==> config.mk <==
export PLATFORM = sky130hd
export DESIGN_NAME = rv32i_return_stack
export DESIGN_NICKNAME = d
export VERILOG_FILES = /design/src/rtl/rv32i_return_stack.sv
export SDC_FILE = /design/constraint.sdc
export NUM_CORES = 1
export LEC_CHECK = 0
export BUFFER_PORTS_ARGS = -buffer_cell sky130_fd_sc_hd__buf_4
export CAP_MARGIN = 15
export CORE_UTILIZATION = 60
export DETAILED_ROUTE_END_ITERATION = 12
export PLACE_DENSITY_LB_ADDON = 0.05
export SYNTH_ARGS = -nofsm -noshare
export SYNTH_HDL_FRONTEND = slang
export SYNTH_SLANG_ARGS = --single-unit
export TNS_END_PERCENT = 10
==> constraint.sdc <==
create_clock -name clk_i -period 5 [get_ports clk_i]
set_clock_uncertainty 0.2 [all_clocks]
set_input_delay 0.25 -clock clk_i [delete_from_list [all_inputs] [get_ports clk_i]]
set_output_delay 0.25 -clock clk_i [all_outputs]
set_load 0.005 [all_outputs]
==> src/rtl/rv32i_return_stack.sv <==
// rv32i_return_stack
// Return-address stack (RAS) fed by the push/pop strobes that the rv32i
// control stage raises on JAL/JALR when the link register is x1/x5. The
// stack is a circular buffer: when it is full, a push overwrites the oldest
// entry. The current top is offered to the fetch stage as the predicted
// return address.
//
// Parameters:
//   XLEN      address width
//   DEPTH     number of entries (power of two, >= 2)
//   PTR_BITS  log2(DEPTH)
//
// Ports:
//   clk_i        clock, all state updates on the rising edge
//   reset_i      asynchronous active-high reset
//   push_i       push strobe
//   pop_i        pop strobe
//   push_addr_i  link address to push
//   flush_i      synchronous clear of the stack (highest priority)
//   top_o        predicted return address, 0 when the stack is empty
//   top_valid_o  stack is non-empty
//   count_o      occupancy, 0..DEPTH
//   overflow_o   one-cycle pulse: a push discarded the oldest entry
//   underflow_o  one-cycle pulse: a pop was issued on an empty stack
//
// Optional feature (macro RV32I_RAS_CHECKPOINT_EN):
//   checkpoint_i  save the post-operation {tp,count} of this edge
//   restore_i     reload {tp,count} from the shadow (below flush, above push/pop)
//   Entry data is not checkpointed.

module rv32i_return_stack #(
  parameter int XLEN     = 32,
  parameter int DEPTH    = 8,
  parameter int PTR_BITS = 3
) (
  input  logic                clk_i,
  input  logic                reset_i,
  input  logic                push_i,
  input  logic                pop_i,
  input  logic [XLEN-1:0]     push_addr_i,
  input  logic                flush_i,
`ifdef RV32I_RAS_CHECKPOINT_EN
  input  logic                checkpoint_i,
  input  logic                restore_i,
`endif
  output logic [XLEN-1:0]     top_o,
  output logic                top_valid_o,
  output logic [PTR_BITS:0]   count_o,
  output logic                overflow_o,
  output logic                underflow_o
);

  localparam logic [PTR_BITS:0]   FULL_COUNT = (PTR_BITS+1)'(DEPTH);
  localparam logic [PTR_BITS-1:0] PTR_ONE    = PTR_BITS'(1);
  localparam logic [PTR_BITS:0]   CNT_ONE    = (PTR_BITS+1)'(1);

  logic [XLEN-1:0]     mem [DEPTH];
  logic [PTR_BITS-1:0] tp, tp_nxt;
  logic [PTR_BITS:0]   count, count_nxt;
  logic                overflow_nxt, underflow_nxt;
  logic                wr_en;
  logic [PTR_BITS-1:0] wr_idx;

`ifdef RV32I_RAS_CHECKPOINT_EN
  logic [PTR_BITS-1:0] shadow_tp;
  logic [PTR_BITS:0]   shadow_count;
`endif

  // Next-state decode. flush wins over everything; push+pop on a non-empty
  // stack replaces the top in place (coroutine swap) instead of moving tp.
  always_comb begin
    tp_nxt        = tp;
    count_nxt     = count;
    overflow_nxt  = 1'b0;
    underflow_nxt = 1'b0;
    wr_en         = 1'b0;
    wr_idx        = tp;
    if (flush_i) begin
      tp_nxt    = '0;
      count_nxt = '0;
    end
`ifdef RV32I_RAS_CHECKPOINT_EN
    else if (restore_i) begin
      tp_nxt    = shadow_tp;
      count_nxt = shadow_count;
    end
`endif
    else begin
      unique case ({push_i, pop_i})
        2'b10: begin
          tp_nxt = tp + PTR_ONE;
          wr_en  = 1'b1;
          wr_idx = tp + PTR_ONE;
          if (count == FULL_COUNT) overflow_nxt = 1'b1;
          else                     count_nxt    = count + CNT_ONE;
        end
        2'b01: begin
          if (count != '0) begin
            tp_nxt    = tp - PTR_ONE;
            count_nxt = count - CNT_ONE;
          end else begin
            underflow_nxt = 1'b1;
          end
        end
        2'b11: begin
          wr_en = 1'b1;
          if (count != '0) begin
            wr_idx = tp;
          end else begin
            // Empty stack: a swap degenerates into a plain push.
            tp_nxt    = tp + PTR_ONE;
            wr_idx    = tp + PTR_ONE;
            count_nxt = CNT_ONE;
          end
        end
        default: ;
      endcase
    end
  end

  // Pointer, occupancy and event pulses.
  always_ff @(posedge clk_i or posedge reset_i) begin
    if (reset_i) begin
      tp          <= '0;
      count       <= '0;
      overflow_o  <= 1'b0;
      underflow_o <= 1'b0;
    end else begin
      tp          <= tp_nxt;
      count       <= count_nxt;
      overflow_o  <= overflow_nxt;
      underflow_o <= underflow_nxt;
    end
  end

  // Entry storage is never cleared; the outputs are gated by count instead.
  // A push coinciding with reset is dropped.
  always_ff @(posedge clk_i) begin
    if (wr_en && !reset_i) mem[wr_idx] <= push_addr_i;
  end

`ifdef RV32I_RAS_CHECKPOINT_EN
  // Shadow captures the state this edge produces, so a checkpoint taken
  // together with a push includes that push.
  always_ff @(posedge clk_i or posedge reset_i) begin
    if (reset_i) begin
      shadow_tp    <= '0;
      shadow_count <= '0;
    end else if (checkpoint_i) begin
      shadow_tp    <= tp_nxt;
      shadow_count <= count_nxt;
    end
  end
`endif

  assign top_valid_o = (count != '0);
  assign top_o       = top_valid_o ? mem[tp] : '0;
  assign count_o     = count;

endmodule
==> results.cfg <==
[cts]
cts_tree = yes
clkTransAtPathRegs_ps = 60
cts_buffers = 26
h-tree-depth = 1
clkSinkCount = 265
cts_resized = 0
clock_path_buffers = 3
insertion_delay_ps = 520
cts_root_buf = clkbuf_16

[route]
drcViolationCount = 0
finalWirelength_um = 20000
via_count = 5292
postRouteAntennaNets = 0
vias_per_cell = 6.00
first_iter_violations = 420
routedWlPerCell_um = 22.7
drt_pre_antenna_iters = 5

[sta]
period_minus_slack_ps = 3880
max_slew_margin_pct = 37.9
worst_slack_ps = 1120
hold_viol = 0
setup_viol = 0
max_freq_mhz = 258
maxSlewViolCount = 0
worstMarginPinSlew_ps = 929
fin_crit_sh_pct = 77.6
finalSetupTns_ps = 0
grt_setup_unrepaired = no

[setup_path]
critPathMostFrequentCell = buf_4
arrival_ps = 3890
crit_type = reg -> reg
crit_path_end = mem[0][20]
startpoint_type = flip-flop
cpPeakStageDelay_ps = 910
required_ps = 5010
r2r_slack_ps = 1120
cp_num_cells = 5
path_cells = buf_4, nand2_1, or3b_1, a21oi_4, buf_4
cpLargestDelayFamily = buffers and inverters
rr_worst_depth = 5
critPathSlowestCell = dfrtp_4
r2r_start = tp[0]
crit_start = tp[0]
end_kind = flip-flop
timing.rr.end = mem[0][20]
crit_fanout = 41
crit_buf_inv = 2

[floorplanning]
start_util_pct = 61.2
die_w_um = 135
die_area_um2 = 18100
rows = 48
core_area_um2 = 17200
io_pins = 76
die_h_um = 135

[placement]
hpwlAfterDp_um = 11700
gp_congestion = 0.767
dp.cells = 796
portBuffers = 75
place_ws_ps = 1020

[global_route]
antenna_found_initial = 0
grt_usage_pct = 23.2
grt_overflow = 0
grt_pass1_wl_um = 30900
grt_pass1_vias = 5407
grt_max_degree = 43

[logic_synthesis]
avgSynthCellArea_um2 = 20.5
synth_top_family_by_area = multiplexers
ys_ff_latch = 265
synth_warnings = 0
synth_area_leaders = edfxtp_1, mux4_2, mux2i_1, dfrtp_1, nor2_1
syn_nets = 557
yosysUniqueCellTypes = 41
netlist_area_um2 = 10600
synth_top_area_cell = edfxtp_1
synth_compound_area_share_pct = 2.05
synthSimpleGateAreaFrac_pct = 3.45
synth_fa_ha_area_share_pct = 0.664
synth_top_area_share_pct = 72.9
muxShareOfSynthArea_pct = 16.8
yosysSeqAreaShare_pct = 75.0
netlist_instances = 515
synth_xor_area_share_pct = 0.332

[finish]
utilization_pct = 73.9
n_antenna_cell = 0
fin_cells = 882
fill_cells = 995
nets = 679
seqCellArea_um2 = 7920
area_delta_synth_final_pct = 20.7
multi_input_area_um2 = 2550
drive_above_1_share_pct = 31.1

[power_and_ir_drop]
irDropWorstVdd_v = 0.000332
p_leak_nw = 4.19
p_per_area_nw_per_um2 = 436
total_power_mw = 5.56

[flow_run]
max-cap-violations = 0

[worst_hold_path]
hold_path_class = in -> async

[status]
outcome = completed
through the flow:
stage          instance area [um2]  hold WS (ps)
3_3_place_gp                 11400          43.0
5_1_grt                      12700           110
6_report                     12700          71.5
4_1_cts                      12700          76.5
2_1_floorplan                10600          -114
3_5_place_dp                 11400          51.8
cell usage after synthesis:
cell	n
a2111oi_0	1
nand2b_1	3
o21bai_1	2
o41a_4	1
o31ai_1	1
nor3_1	3
a311oi_1	1
o22ai_1	1
nand4_1	3
nor2_1	41
xor2_1	2
nor4_1	1
edfxtp_1	256
clkbuf_1	13
buf_6	1
nand3_1	8
o41ai_1	2
fa_1	1
a221oi_1	1
dfrtp_1	9
inv_1	9
or3b_1	2
mux4_2	64
buf_4	3
and2_1	1
o41ai_4	1
ha_1	4
or3_1	2
o2111ai_1	2
buf_2	12
a21o_1	1
or4_1	1
and4_1	1
xnor2_1	2
mux2i_1	33
nand3b_1	3
buf_1	1
a21oi_1	12
o211a_1	1
and3_1	1
nand2_1	8
metal layers:
| metal | vias up | track usage [%] | wire [um] |
|---|---|---|---|
| met5 | - | 0 | 0 |
| met4 | 0 | 6.05 | 391 |
| li1 | 2359 | - | - |
| met3 | 35 | 3.23 | 740 |
| met2 | 122 | 39.5 | 10200 |
| met1 | 2776 | 32.3 | 8690 |
placed cells by master (no fill, tap or decap), types with 2 or more instances in the layout:
| cell | instances |
|---|---|
| edfxtp_1 | 256 |
| buf_4 | 86 |
| mux4_2 | 64 |
| nor2_1 | 40 |
| dlygate4sd3_1 | 38 |
| mux2i_1 | 33 |
| clkbuf_16 | 26 |
| inv_1 | 9 |
| nand2_1 | 8 |
| nand3_1 | 8 |
| a21oi_4 | 8 |
| clkinv_1 | 7 |
| bufinv_16 | 6 |
| dfrtp_1 | 6 |
| a21oi_1 | 4 |
| ha_1 | 4 |
| clkinv_2 | 4 |
| nor3_1 | 3 |
| nand2b_1 | 3 |
| nand4_1 | 3 |
| nand3b_1 | 3 |
| or3_1 | 2 |
| xor2_1 | 2 |
| o2111ai_1 | 2 |
| o41ai_1 | 2 |
| xnor2_1 | 2 |
| o21bai_1 | 2 |
| or3b_1 | 2 |
| clkinvlp_4 | 2 |
| dfrtp_2 | 2 |
tightest hold or removal path: cells and delay by family:
family   cells  cell delay, ps
buf+inv      3             970
flip-flops by register name, indices dropped and copies added, names as in the netlist:
| name | flops |
|---|---|
| underflow_o | 1 |
| tp | 3 |
| overflow_o | 1 |
| mem | 256 |
| count_o | 4 |
area by class of cell:
class | instances | area share (%)
clock buffer | 27 | 5.14
timing repair buffer | 124 | 8.06
clock inverter | 21 | 2.09
multi-input combinational | 211 | 20.1
sequential | 265 | 62.2
tap | 225 | 2.21
inverter | 9 | 0.265
kinds of logic after synthesis:
kind of cell / count (synthesis)
compound gates: 27
xor+xnor: 4
fa+ha+maj: 5
buf+inv: 39
flops: 265
mux: 97
simple gates: 78
what timing repair did:
item / 4_1_cts / 5_1_grt
buffers inserted: 0 / 0
hold endpoints to repair: 274 / 0
hold buffers: 38 / 0
report_power, final:
part	internal, mW	switching (mW)	total [mW]	leakage (nW)
clock	1.26	0.809	2.07	0.444
sequential	2.50	0.0980	2.60	2.42
combinational	0.468	0.423	0.891	1.33
worst min-delay path by stage:
stage,start,endpoint,slack [ps],depth (start not counted)
after detailed placement,reset_i,count_o[3],50,2
after CTS,reset_i,underflow_o,80,3
after global placement,reset_i,underflow_o,40,2
final,reset_i,tp[0],70,3
after floorplan,reset_i,count_o[0],-110,1
after global routing,reset_i,underflow_o,110,3
No activity file was read; power rests on OpenSTA's default activity.
